--- config.mk ---
export PLATFORM = sky130hd
export DESIGN_NAME = expr_vector_driver
export DESIGN_NICKNAME = d
export VERILOG_FILES = /design/src/rtl/expr_drv_pkg.sv /design/src/rtl/expr_misr32.sv /design/src/rtl/expr_vector_driver.sv
export SDC_FILE = /design/constraint.sdc
export NUM_CORES = 1
export LEC_CHECK = 0
export CAP_MARGIN = 20
export CORE_ASPECT_RATIO = 1.75
export CORE_MARGIN = 2
export CORE_UTILIZATION = 40
export DETAILED_ROUTE_END_ITERATION = 10
export PLACE_DENSITY_LB_ADDON = 0.15
export SLEW_MARGIN = 20
export SYNTH_ARGS = -nofsm -noshare
export SYNTH_HDL_FRONTEND = slang
export SYNTH_SLANG_ARGS = --single-unit
--- constraint.sdc ---
create_clock -name clk -period 5.1 [get_ports clk]
set_input_delay 0.765 -clock clk [delete_from_list [all_inputs] [get_ports clk]]
set_output_delay 0.765 -clock clk [all_outputs]
set_load 0.005 [all_outputs]
--- src/rtl/expr_drv_pkg.sv ---
// Shared constants and types for the expression-DUT vector driver and its MISR.
package expr_drv_pkg;

  localparam int OP_W   = 60;
  localparam int Y_W    = 90;
  localparam int SIG_W  = 32;
  localparam int LFSR_W = 64;

  // Operand field widths and LSB offsets inside op_bus, a0..a5 then b0..b5.
  localparam int A_W   [0:5] = '{4, 5, 6, 4, 5, 6};
  localparam int B_W   [0:5] = '{4, 5, 6, 4, 5, 6};
  localparam int A_LSB [0:5] = '{56, 51, 45, 41, 36, 30};
  localparam int B_LSB [0:5] = '{26, 21, 15, 11, 6, 0};

  localparam logic [SIG_W-1:0]  MISR_POLY = 32'h04C1_1DB7;
  localparam logic [SIG_W-1:0]  MISR_INIT = 32'hFFFF_FFFF;
  // Right-shifting Galois form of taps 64,63,61,60.
  localparam logic [LFSR_W-1:0] LFSR_TAPS = 64'hD800_0000_0000_0000;

  typedef enum logic [2:0] {
    ST_IDLE  = 3'd0,
    ST_LOAD  = 3'd1,
    ST_RUN   = 3'd2,
    ST_DRAIN = 3'd3,
    ST_DONE  = 3'd4
  } st_e;

endpackage

--- src/rtl/expr_misr32.sv ---
// 32-bit MISR compressing 90-bit expression results: three 32-bit chunks are XOR-folded per step.
module expr_misr32
  import expr_drv_pkg::*;
(
  input  logic             clk,
  input  logic             rst,
  input  logic             i_clear,
  input  logic             i_en,
  input  logic [Y_W-1:0]   i_data,
  output logic [SIG_W-1:0] o_sig
);

  logic [3*SIG_W-1:0] w_ext;
  logic [SIG_W-1:0]   w_fold;
  logic [SIG_W-1:0]   w_next;
  logic [SIG_W-1:0]   r_sig;

  assign w_ext  = {{(3*SIG_W-Y_W){1'b0}}, i_data};
  assign w_fold = w_ext[3*SIG_W-1:2*SIG_W] ^ w_ext[2*SIG_W-1:SIG_W] ^ w_ext[SIG_W-1:0];
  assign w_next = {r_sig[SIG_W-2:0], 1'b0} ^ (r_sig[SIG_W-1] ? MISR_POLY : '0) ^ w_fold;

  always_ff @(posedge clk) begin
    if (rst || i_clear) r_sig <= MISR_INIT;
    else if (i_en)      r_sig <= w_next;
  end

  assign o_sig = r_sig;

endmodule

--- src/rtl/expr_vector_driver.sv ---
// LFSR vector source and MISR result sink for an expression DUT, with outstanding-vector limit.
// Optional EXPR_DRV_GOLDEN_CHECK_EN adds golden_sig and a registered pass flag.
module expr_vector_driver
  import expr_drv_pkg::*;
#(
  parameter int CNT_W   = 16,
  parameter int MAX_OUT = 4
) (
  input  logic              clk,
  input  logic              rst,
  input  logic              start,
  input  logic [CNT_W-1:0]  num_vectors,
  input  logic [LFSR_W-1:0] seed,
`ifdef EXPR_DRV_GOLDEN_CHECK_EN
  input  logic [SIG_W-1:0]  golden_sig,
`endif
  output logic              op_valid,
  input  logic              op_ready,
  output logic [OP_W-1:0]   op_bus,
  input  logic              res_valid,
  input  logic [Y_W-1:0]    y_in,
  output logic              busy,
  output logic              done,
  output logic [SIG_W-1:0]  signature,
  output logic              proto_err,
  output logic              pass
);

  localparam int OUT_W = 4;

  st_e               r_state, w_next;
  logic [LFSR_W-1:0] r_lfsr, w_lfsr_nxt;
  logic [CNT_W-1:0]  r_nv, r_sent, r_recv;
  logic [OUT_W-1:0]  r_out;
  logic              r_perr;
  logic              w_start_acc, w_op_valid, w_hs, w_rx, w_perr;

  assign w_start_acc = start && (r_state == ST_IDLE || r_state == ST_DONE);
  assign w_op_valid  = (r_state == ST_RUN) && (r_sent < r_nv) && (r_out < OUT_W'(MAX_OUT));
  assign w_hs        = w_op_valid && op_ready;
  // No ready on the result side: anything arriving with nothing outstanding is a protocol error.
  assign w_rx        = res_valid && (r_out != '0) && (r_state == ST_RUN || r_state == ST_DRAIN);
  assign w_perr      = res_valid && (r_out == '0);
  assign w_lfsr_nxt  = r_lfsr[0] ? ((r_lfsr >> 1) ^ LFSR_TAPS) : (r_lfsr >> 1);

  always_comb begin
    w_next = r_state;
    case (r_state)
      ST_IDLE, ST_DONE: if (start) w_next = ST_LOAD;
      ST_LOAD:          w_next = ST_RUN;
      ST_RUN:           if (r_sent == r_nv) w_next = ST_DRAIN;
      ST_DRAIN:         if (r_recv == r_nv) w_next = ST_DONE;
      default:          w_next = ST_IDLE;
    endcase
  end

  always_ff @(posedge clk) begin
    if (rst) begin
      r_state <= ST_IDLE;
      r_lfsr  <= 64'h1;
      r_nv    <= '0;
      r_sent  <= '0;
      r_recv  <= '0;
      r_out   <= '0;
      r_perr  <= 1'b0;
    end else begin
      r_state <= w_next;
      if (w_start_acc) begin
        r_lfsr <= (seed == '0) ? 64'h1 : seed;
        r_nv   <= num_vectors;
        r_sent <= '0;
        r_recv <= '0;
        r_out  <= '0;
      end else begin
        if (w_hs) begin
          r_lfsr <= w_lfsr_nxt;
          r_sent <= r_sent + 1'b1;
        end
        if (w_rx) r_recv <= r_recv + 1'b1;
        case ({w_hs, w_rx})
          2'b10:   r_out <= r_out + 1'b1;
          2'b01:   r_out <= r_out - 1'b1;
          default: r_out <= r_out;
        endcase
      end
      if (w_perr)           r_perr <= 1'b1;
      else if (w_start_acc) r_perr <= 1'b0;
    end
  end

  expr_misr32 u_misr (
    .clk     (clk),
    .rst     (rst),
    .i_clear (r_state == ST_LOAD),
    .i_en    (w_rx),
    .i_data  (y_in),
    .o_sig   (signature)
  );

`ifdef EXPR_DRV_GOLDEN_CHECK_EN
  logic [SIG_W-1:0] r_gold;
  logic             r_pass;

  always_ff @(posedge clk) begin
    if (rst) begin
      r_gold <= '0;
      r_pass <= 1'b0;
    end else if (w_start_acc) begin
      r_gold <= golden_sig;
      r_pass <= 1'b0;
    end else if (r_state == ST_DRAIN && w_next == ST_DONE) begin
      r_pass <= (signature == r_gold);
    end
  end

  assign pass = r_pass;
`else
  assign pass = 1'b0;
`endif

  assign op_valid  = w_op_valid;
  assign op_bus    = r_lfsr[OP_W-1:0];
  assign busy      = (r_state == ST_LOAD) || (r_state == ST_RUN) || (r_state == ST_DRAIN);
  assign done      = (r_state == ST_DONE);
  assign proto_err = r_perr;

endmodule

# [After elaboration in Yosys (flattened, before gate mapping)]
# Index checks and enable logic that the tools add are counted.
[totals] mem_bits_rw=0 output_inout_bits=97 latch_bits=0 inputBits=175 ff_bits=152 mem_count=0 romBits=0
[op_classes] multipliers=0 addsub=4 muxes=12 n_bitwise=5 n_lt_le_gt_ge=2 eq_ne=11 n_div=0 n_reduce_logical=22 shifts=0
[op_table] operator="$mux 64" count=4
[op_table] operator="$xor 32x32->32" count=3
[op_table] operator="$logic_not 64->1" count=1
[op_table] operator="$add 16x1->16 const B" count=2
[op_table] operator="$eq 16x16->1" count=2
[op_table] operator="$xor 26x32->32" count=1
[op_table] operator="$mux 27" count=1
[op_table] operator="$lt 16x16->1" count=1
[op_table] operator="$pmux 3 s4" count=1
[op_table] operator="$mux 3" count=3
[op_table] operator="$pmux 4 s2" count=1
[op_table] operator="$logic_and 1x1->1" count=7
[op_table] operator="$eq 3x2->1 const B" count=2
[op_table] operator="$reduce_bool 2->1" count=3
[op_table] operator="$logic_or 1x1->1" count=5
[op_table] operator="$add 4x1->4 const B" count=1
[op_table] operator="$logic_not 4->1" count=1
[op_table] operator="$lt 4x3->1 const B" count=1
[op_table] operator="$ne 2x1->1 const B" count=2
[op_table] operator="$not 3->4" count=1
[op_table] operator="$reduce_bool 4->1" count=1
[op_table] operator="$reduce_or 2->1" count=2
[op_table] operator="$sub 4x1->4 const B" count=1
[op_table] operator="$eq 3x1->1 const B" count=1
[op_table] operator="7 further kinds" count=8

# [Logic depth before layout (Yosys ltp)]
# Gate-level depths: netlist of the first run.
[depth] word_depth=6 mapped_depth=17

# [By module]
# From an unflattened synthesis of the first run, not the netlist that was laid out.
[hier_totals] hier_cells=1073 hier_area_um2=9128.8
[modules_own_cells] module="expr_vector_driver" cells_per_inst=868 area_per_inst_um2=7090.6 instances=1
[modules_own_cells] module="expr_misr32" cells_per_inst=205 area_per_inst_um2=2038.2 instances=1

# [Worst setup path after synthesis of the first run]
# Ideal clock, no wire load.
[synth_path] kind="reg-to-reg" start="register r_nv[11]" end="register r_out[3]" stages_incl_launch_ff=18 slack_ps=1710 t_arrival_ps=3320 t_required_ps=5030 path_cell_list="dfxtp_1 > inv_1 > ha_1 > a21oi_1 > o21ai_1 > a22o_1 > buf_2 > buf_2 > buf_2 > nor3_1 > nand2_1 > ha_1 > ha_1 > a21o_1 > a21oi_1 > xnor2_1 > or3_1 > a21oi_1"
[synth_between] elab_chain_cells=6
[synth_lines] item="start: declaration" line="expr_vector_driver.sv:33" rtl="logic [CNT_W-1:0] r_nv, r_sent, r_recv;"
[synth_lines] item="start signal: assignment" line="expr_vector_driver.sv:70" rtl="r_nv <= num_vectors;"
[synth_lines] item="$lt 16x16->1 *" line="expr_vector_driver.sv:39" rtl="assign w_op_valid = (r_state == ST_RUN) && (r_sent < r_nv) && (r_out < OUT_W'(MAX_OUT));"
[synth_lines] item="$logic_and 1x1->1 * (2 in series)" line="expr_vector_driver.sv:39"
[synth_lines] item="net op_valid" line="expr_vector_driver.sv:17" rtl="output logic op_valid,"
[synth_lines] item="$logic_and 1x1->1 *" line="expr_vector_driver.sv:40" rtl="assign w_hs = w_op_valid && op_ready;"
[synth_lines] item="$eq 2x1->1 or $eq 2x2->1 (tied branches)" line="expr_vector_driver.sv:80" rtl="case ({w_hs, w_rx})"
[synth_lines] item="$pmux 4 s2 or $reduce_bool 2->1 (tied branches)"
[synth_lines] item="end signal: assignment" line="expr_vector_driver.sv:81" rtl="2'b10: r_out <= r_out + 1'b1;"
[synth_lines] item="end signal: assignment" line="expr_vector_driver.sv:82" rtl="2'b01: r_out <= r_out - 1'b1;"
[synth_lines] item="end signal: assignment" line="expr_vector_driver.sv:83" rtl="default: r_out <= r_out;"
[synth_lines] item="end: declaration" line="expr_vector_driver.sv:34" rtl="logic [OUT_W-1:0] r_out;"
# Mark *: on every way through the listed nets, which the timed path passes. The rest lies on a longest branch.
# A chain may end at the register's enable or synchronous reset.

# [Worst setup path after layout of the first run]
[layout_path] start="register r_nv[13]" end="output port op_valid"
[layout_between] elab_chain_cells=3
[layout_lines] item="$lt 16x16->1" line="expr_vector_driver.sv:39"
[layout_lines] item="$logic_and 1x1->1 (2 in series)" line="expr_vector_driver.sv:39"
[layout_lines] item="end: declaration" line="expr_vector_driver.sv:17"
# Every way passes these cells.

==> impl_metrics.ini, run 1 <==
[die]
rows = 73
coreArea_mm2 = 0.02256
initial_core_util = 0.4032
die_area_mm2 = 0.02401
pin_count = 272
die_y_um = 203.5
die_w_um = 118

[placed_design]
port_buffers = 270
place_ws_ns = 1.833
place_congestion = 0.7805
dpl_cell_area_mm2 = 0.01142
post-dp-hpwl_um = 20120

[routing]
vias = 8598
routed_wirelength_um = 29100
remaining_drc_errors = 0
drt_pass1_iterations = 5
vias_per_cell = 5.561
drt_iter0_markers = 721
wl_per_cell_um = 18.82
ant_nets = 0

[timing]
skew_ns = 0.008524
hold_viol = 0
max_freq_mhz = 288.0
tightest_slew_ns = 1.147
rsz0062_at_grt = no
relSlewSlack = 0.2284
finalSetupTns_ns = 0
maxSlewViolCount = 0
finalSetupViolCount = 0
fin_ws_ns = 1.628
finalCriticalPeriod_ns = 3.472
timing.final.crit_share = 0.6808
whs_ns = 0.4812

[logic_synthesis]
synthArstFlopShare = 0
yosysSeqAreaShare = 0.3345
yosys.area_share.simple = 0.2000
synth_area_mm2 = 0.009097
synth_top_family_by_area = simple AND/OR/NAND/NOR gates
yosysWarnings = 0
synth_top_area_cell = dfxtp_1
synthFlopType = dfxtp_1
synthMuxAreaShare = 0.01540
synth_area_leaders = dfxtp_1 33%, xnor2_1 11%, buf_4 5.8%, nand4_1 5.6%, o31ai_1 5.3%
syn-num-nets = 1284
netlist_instances = 1087
synth-xor-area-share = 0.1348
synth-edff-count = 0
synth_adder_area_share = 0.03108
ys_types = 50
yosysTopAreaCellShare = 0.3345
synth_area_per_cell_um2 = 8.369
ys_ff_latch = 152
synth_compound_area_frac = 0.1759

[clock_network]
clock_latency_ns = 0.43
cts_hold_buf = 0
cts_made_buffers = 17
htree_levels = 4
tritoncts = built
cts-resized-gates = 0
cts_post_setup_buffers_inserted = 0
clock-sinks = 152
clk_path_buf_depth = 2
clkTransAtPathRegs_ns = 0.07
cts_root_buf = clkbuf_16

[critical_path]
worst-setup-path-type = flop to output pin
startpoint = r_nv[13]
r2r_slack_ns = 1.82
r2r_cells = 13
crit_arrival_ns = 2.71
timing.rr.start = r_nv[13]
crit_path_max_fanout = 4
crit_required_ns = 4.34
cp-end-kind = output pin
r2r_end = r_out[3]
cp-start-kind = flop

[final_layout]
fin_area_mm2 = 0.01204
nets = 1431
nFillCells = 2168
syn_to_final_growth_pct = 32.36
final_common_cell = clkdlybuf4s50_1
mostFrequentLayoutCells = 269 x clkdlybuf4s50_1, 152 x dfxtp_1, 111 x xnor2_1
drive_above_1_share = 0.05056
n_antenna_cell = 0

[worst_hold_path]
min_path_type = flop to flop
holdPathEnd = r_nv[4]
hold-path-cell-count = 2
hp-start = r_nv[4]

[grt]
overflow = 0
antenna_found_initial = 0
grt_pass1_vias = 8295
grt_pass1_wl_um = 45440
grt_max_degree = 84
grt_use_total = 0.2365

[flow_run]
drv_cap = 0

[power_and_ir_drop]
power.leakage_nw = 4.128
power_density_mw_per_mm2 = 284.8
peakVddDrop_mv = 0.2362
power_mw = 3.429

[outcome]
status = complete, no violations
## power breakdown
group	internal [mW]	leakage [nW]	switching, mW
clock network	0.831	0.289	0.534
logic	0.370	2.60	0.367
registers	1.26	1.24	0.0664
## registers in the layout (all words and copies together) (netlist names)
| register | flops |
|---|---|
| proto_err | 1 |
| r_out | 4 |
| r_state | 3 |
| r_recv | 16 |
| r_nv | 16 |
| u_misr.o_sig | 32 |
| r_lfsr | 64 |
| r_sent | 16 |
## synth_stat cells, drive strengths merged (19+ instances only)
library cell	number
a21oi	28
nand2	105
xnor2	111
nand4	81
a311oi	46
buf	98
ha	21
xor2	29
inv	24
o211ai	33
o31ai	64
dfxtp	152
o21ai	20
a31oi	19
clkbuf	58
nor2	81
nor4	33
## routing by layer
metal	wire length, µm	global-route usage	vias to the layer above
li1	-	-	4179
met1	11130	0.2680	4049
met2	15400	0.4267	313
met3	1423	0.04055	57
met4	1139	0.1149	0
met5	0	0	-
## stage by stage
stage / instances / util
4_1_cts: 1546 / 0.5337
2_1_floorplan: 1087 / -
3_3_place_gp: 1515 / 0.5063
3_5_place_dp: 1515 / 0.5063
6_report: 1546 / 0.5337
5_1_grt: 1546 / 0.5337
## kinds of logic (layout without fill, tap and decap cells)
family,after synthesis,in the layout
AO/OA/AOI/OAI,223,223
XOR/XNOR,140,140
adder cells (fa/ha/maj),22,22
buffers and inverters,180,339
flip-flops,152,152
multiplexers,14,14
other,1,1
AND/OR/NAND/NOR,355,355
## worst max path at each step
stage,end,slack (ns)
after floorplan,r_out[3],1.71
after global placement,r_out[3],1.94
after detailed placement,r_out[3],1.83
after CTS,op_valid,1.63
after global routing,op_valid,1.47
final,op_valid,1.63
## layout make-up
class | instances | area (µm²) | share of cell area
clock buffers | 20 | 446.7 | 0.03709
clock inverters | 11 | 172.7 | 0.01434
inverters | 24 | 90.09 | 0.007481
multi-input cells | 755 | 5111 | 0.4245
flip-flops and latches | 152 | 3043 | 0.2527
well taps | 300 | 375.4 | 0.03117
repair buffers | 284 | 2803 | 0.2328
## critical path, stage by stage, from the launching register on
cell	delay [ns]
dfxtp_1	0.38
inv_1	0.06
ha_1	0.32
a211oi_1	0.40
o211ai_2	0.20
nor3_1	0.31
clkdlybuf4s50_1	0.61
Power figures use the tool's default switching activity.
==> run 2, diff against run 1 <==
- clock period: 5.1 -> 3.3 ns (I/O delays scaled with it)
==> run 2 against run 1 <==
Via count is 0.86% lower. Global-route usage decreased by 0.27 points. Total power increased by 52%. Core utilization is 0.41 points higher. Hold slack worse by 0.00077 ns. Combinational power grew 57%. Critical path type is now flop to flop.
==> impl_metrics.ini, run 2 (synthesis gave the netlist of run 1 again) <==
[power_and_ir_drop]
power_density_mw_per_mm2 = 428.6
switching_share = 0.2827
peakVddDrop_mv = 0.3782
clkPwrFrac = 0.382
comb_power_share = 0.224
p_int_mw = 3.731
power_frac_seq = 0.394
power.leakage_nw = 4.166
power_switching_mw = 1.470

[timing]
max_freq_mhz = 329.3
finalCriticalPeriod_ns = 3.037
hold_viol = 0
tightest_slew_ns = 1.010
timing.final.crit_share = 0.9203
skew_ns = 0.009987
finalSetupViolCount = 0
maxSlewViolCount = 0
rsz0062_at_grt = no
relSlewSlack = 0.3267
fin_ws_ns = 0.2631
finalSetupTns_ns = 0

[critical_path]
r2r_end = r_out[3]
slowest_delay_ns = 0.35
crit_arrival_ns = 3.38
crit_required_ns = 3.65
r2r_cells = 14
cp-end-kind = flop
cp_slowest_cell = dfxtp_2
crit_chain = inv_1, ha_1, a21oi_1, o21ai_1, a22o_2, nor3_2, nand2_1, ha_2, ha_1, a21o_1, a21oi_2, xnor2_1, or3_1, a21oi_1
worst-setup-path-type = flop to flop
timing.rr.start = r_nv[11]
r2r_slack_ns = 0.26
crit_path_max_fanout = 3
cp-start-kind = flop

[grt]
antenna_found_initial = 0
grt_pass1_wl_um = 45040
overflow = 0
grt_pass1_vias = 8309
grt_max_degree = 84
grt_use_total = 0.2338

[final_layout]
fin_area_mm2 = 0.01213
n_antenna_cell = 0
largest_reg_flops = 64
layout.cells.non_filler = 1554
final_common_cell = clkdlybuf4s50_1
drive_above_1_share = 0.05981
final_core_util = 0.5379
mostFrequentLayoutCells = 269 x clkdlybuf4s50_1, 150 x dfxtp_1, 111 x xnor2_1
nets = 1438
syn_to_final_growth_pct = 33.38
regMostFlops = r_lfsr

[clock_network]
cts_root_buf = clkbuf_16
cts_made_buffers = 17
clk_path_buf_depth = 2
tritoncts = built
clock-sinks = 152
clock_latency_ns = 0.42
clkTransAtPathRegs_ns = 0.06
htree_levels = 4

[placed_design]
port_buffers = 270
place_ws_ns = 0.1628
post-dp-hpwl_um = 20350
dp.cells = 1522
place_congestion = 0.8009
dpl_cell_area_mm2 = 0.01153

[worst_hold_path]
hp-start = r_nv[13]
holdPathEnd = r_nv[13]
hold-path-cell-count = 2
min_path_type = flop to flop

[die]
pin_count = 272
die_area_mm2 = 0.02401
initial_core_util = 0.4032
die_w_um = 118
coreArea_mm2 = 0.02256
die_y_um = 203.5
rows = 73

[routing]
vias = 8524
remaining_drc_errors = 0
vias_per_cell = 5.485
ant_nets = 0
routed_wirelength_um = 28630
drt_iter0_markers = 842
wl_per_cell_um = 18.42
drt_pass1_iterations = 5

[outcome]
status = complete, no violations

[flow_run]
drv_cap = 0
-- run 2: critical path, delay by kind of cell (launching register included) --
family          cells  cell delay (ns)
simple gates        3             0.62
fa+ha+maj           3             0.82
buf+inv             1             0.05
flops               1             0.35
compound gates      6             1.04
xor+xnor            1             0.08
-- run 2: worst max path at each step --
stage | from | endpoint | slack [ns] | cells past startpoint
floorplan | r_nv[11] | r_out[3] | 0.01 | 17
global placement | r_nv[11] | r_out[3] | 0.25 | 14
detailed placement | r_nv[11] | r_out[3] | 0.16 | 14
CTS | r_nv[11] | r_out[3] | 0.14 | 14
global route | r_nv[7] | r_out[3] | 0.03 | 14
finish | r_nv[11] | r_out[3] | 0.26 | 14
-- run 2: through the flow --
stage                     total power [mW]  hold WS, ns
final                                5.201       0.4804
after global routing                 5.434       0.5067
after CTS                            5.255       0.4869
after detailed placement             3.253       0.4775
after global placement               3.245       0.4597
after floorplan                      2.763       0.4471
-- run 2: routing by layer --
layer | share of wire | GRT usage | up-vias | wire (µm)
met3 | 0.048 | 0.04418 | 41 | 1377
met2 | 0.54 | 0.4325 | 258 | 15430
met5 | 0 | 0 | - | 0
met4 | 0.026 | 0.08735 | 0 | 752
li1 | - | - | 4185 | -
met1 | 0.39 | 0.2640 | 4040 | 11070
-- run 2: final cells by class --
| class | count | area (µm²) |
|---|---|---|
| Fill cell | 2155 | 10430 |
| Clock inverter | 11 | 150.1 |
| Timing Repair Buffer | 291 | 2905 |
| Sequential cell | 152 | 3045 |
| Tap cell | 300 | 375.4 |
| Multi-Input combinational cell | 755 | 5127 |
| Clock buffer | 21 | 440.4 |
| Inverter | 24 | 90.09 |
-- run 2: what timing repair did --
| action | 4_1_cts | 5_1_grt |
|---|---|---|
| gates resized for setup | 0 | 5 |
| hold buffers | 0 | 0 |
| endpoints found under the setup margin | 0 | 1 |
| endpoints found under the hold margin | 0 | 0 |
| setup buffers | 0 | 0 |
-- run 2: power by group through the flow --
stage               registers, mW  logic, mW  clock network (mW)
CTS                          2.05       1.17                2.04
global route                 2.07       1.26                2.11
finish                       2.05       1.16                1.99
detailed placement           2.09       1.16                   0
floorplan                    2.05      0.713                   0
global placement             2.09       1.16                   0
==> run 3, diff against run 2 <==
- SYNTH_HIERARCHICAL: default -> 1
==> run 3 against run 2 <==
Die area is 0.34% higher. Synthesized cell count down 1.3%. Hold slack gained 0.0036 ns. Critical path type unchanged. Cell count fell by 0.32%. Global-route usage rose by 0.37 points. Cell area increased by 1.3%. Critical path depth did not move. Clock skew is 0.0011 ns higher. Clock-buffer cell count shrank 3. Core utilization grew 0.69 points. Critical endpoint unchanged. Fmax is 0.27% lower.
==> impl_metrics.ini, run 3 <==
[routing]
remaining_drc_errors = 0
vias = 8622
drt_pass1_iterations = 8
wl_per_cell_um = 18.71
ant_nets = 0
drt_iter0_markers = 651
vias_per_cell = 5.566
routed_wirelength_um = 28980

[logic_synthesis]
synth-edff-count = 0
ys_types = 49
yosysWarnings = 6
synth_top_area_cell = dfxtp_1
synth_area_mm2 = 0.009129
synth_area_per_cell_um2 = 8.508
yosysTopAreaCellShare = 0.3333
synthFlopType = dfxtp_1
netlist_instances = 1073
synthArstFlopShare = 0
synth_area_leaders = dfxtp_1 33%, xnor2_1 7.0%, nand4_1 5.6%, o31ai_1 5.3%, buf_4 5.2%
synth_common_cells = 152 x dfxtp_1, 86 x nand2_1, 81 x nand4_1
synth_most_common_cell = dfxtp_1
syn-num-nets = 1270
ys_ff_latch = 152
yosysSeqAreaShare = 0.3333

[timing]
rsz0062_at_grt = no
max_freq_mhz = 328.4
fin_ws_ns = 0.2550
maxSlewViolCount = 0
finalSetupTns_ns = 0
timing.final.crit_share = 0.9227
skew_ns = 0.01106
tightest_slew_ns = 0.9810
finalCriticalPeriod_ns = 3.045
hold_viol = 0
relSlewSlack = 0.3460
finalSetupViolCount = 0

[power_and_ir_drop]
power_density_mw_per_mm2 = 443.3
power_mw = 5.448
switching_share = 0.2728
peakVddDrop_mv = 0.3285
power.leakage_nw = 4.496
power_frac_seq = 0.376
power_switching_mw = 1.486
clkPwrFrac = 0.413
p_int_mw = 3.962
comb_power_share = 0.211

[die]
coreArea_mm2 = 0.02256
die_area_mm2 = 0.02409
initial_core_util = 0.4046
die_y_um = 203.8
pin_count = 272
die_w_um = 118.2
rows = 73

[critical_path]
slowest_delay_ns = 0.36
cpMostUsedCell = a21oi_1
crit_required_ns = 3.66
worst-setup-path-type = flop to flop
crit_family = compound AO/OA/AOI/OAI gates
cp-end-kind = flop
crit_path_max_fanout = 3
cp-start-kind = flop
timing.rr.start = r_nv[11]
crit_chain = inv_1, ha_1, a21oi_1, o21ai_1, a22o_2, nor3_4, nand2_1, ha_2, ha_1, a21o_1, a21oi_1, xnor2_1, or3_1, a21oi_1
startpoint = r_nv[11]
crit_arrival_ns = 3.40
path_buf_inv = 1
cp_slowest_cell = dfxtp_1

[clock_network]
htree_levels = 4
tritoncts = built
cts_post_setup_buffers_inserted = 0
cts_root_buf = clkbuf_16
clock_latency_ns = 0.43
clk_path_buf_depth = 2
cts_hold_buf = 0
clock-sinks = 152
clkTransAtPathRegs_ns = 0.07
cts-resized-gates = 0
cts_made_buffers = 17

[flow_run]
drv_cap = 0

[placed_design]
place_ws_ns = 0.1751
post-dp-hpwl_um = 20820
port_buffers = 270
dp.cells = 1517
place_congestion = 0.8446

[grt]
grt_use_total = 0.2375
grt_max_degree = 79
grt_pass1_wl_um = 46240
overflow = 0
antenna_found_initial = 0
grt_pass1_vias = 8696

[final_layout]
n_antenna_cell = 0
ff_latch_area_mm2 = 0.003043
nFillCells = 2124
final_common_cell = clkdlybuf4s50_1
final_core_util = 0.5447
nets = 1433
multi_input_area_mm2 = 0.005162
largest_reg_flops = 64
syn_to_final_growth_pct = 34.62
regMostFlops = r_lfsr
layout.cells.non_filler = 1549
drive_above_1_share = 0.06645
mostFrequentLayoutCells = 269 x clkdlybuf4s50_1, 152 x dfxtp_1, 84 x nand2_1

[worst_hold_path]
hp-start = r_nv[10]
min_path_type = flop to flop

[outcome]
status = complete, no violations
## run 3: changes by cell type after synthesis, moves of 8 or more
cell      change
a21oi_1      +11
a311oi_1     -12
a31oi_1      +11
buf_2        -10
clkbuf_1      +9
nand2_1      -19
nor2_1       -11
o211ai_1     -16
o21ai_0      +16
o21ai_1       +8
xnor2_1      -38
xor2_1        +9
## run 3: per-stage QoR
step	hold WS (ns)	cell area [µm²]
2_1_floorplan	0.4471	9134
3_3_place_gp	0.4649	11600
3_5_place_dp	0.4729	11600
4_1_cts	0.4843	12280
5_1_grt	0.5003	12290
6_report	0.4840	12290
## run 3: cell type report
class	instances	area share
multi-input combinational	745	0.4201
timing repair buffer	296	0.2395
clock buffer	18	0.03492
tap	300	0.03054
clock inverter	14	0.02006
sequential	152	0.2476
inverter	24	0.007330
## run 3: routing by layer
metal | GRT usage | vias up | part of all wire
met5 | 0 | - | 0
met4 | 0.1093 | 0 | 0.039
met3 | 0.03934 | 59 | 0.041
met2 | 0.4327 | 283 | 0.53
met1 | 0.2684 | 4077 | 0.39
li1 | - | 4203 | -
## run 3: final timing paths
kind              endpoint  slack [ns]  cells after the start
setup / recovery  r_out[3]        0.25                     14
hold / removal    r_nv[10]        0.48                      2
setup reg to reg  r_out[3]        0.25                     14
hold reg to reg   r_nv[10]        0.48                      2
## run 3: logic make-up (layout without fill, tap and decap cells)
kind of cell / Yosys count / in the layout / synth area share
AO/OA/AOI/OAI: 247 / 247 / 0.1826
XOR/XNOR: 123 / 123 / 0.1382
adder cells (fa/ha/maj): 22 / 22 / 0.03098
buffers and inverters: 176 / 352 / 0.1065
flip-flops: 152 / 152 / 0.3333
multiplexers: 14 / 14 / 0.01535
other: 1 / 1 / 0.0004108
AND/OR/NAND/NOR: 338 / 338 / 0.1927
## run 3: power groups by stage
stage	sequential (mW)	clock (mW)	combinational [mW]
3_3_place_gp	2.09	0	1.14
4_1_cts	2.05	2.29	1.15
5_1_grt	2.06	2.35	1.25
6_report	2.05	2.25	1.15
3_5_place_dp	2.09	0	1.15
2_1_floorplan	2.05	0	0.692
## run 3: worst min-delay path, cell delays in order (launching register included)
cell	delay, ns
dfxtp_1	0.33
nand2_1	0.06
a21oi_1	0.05
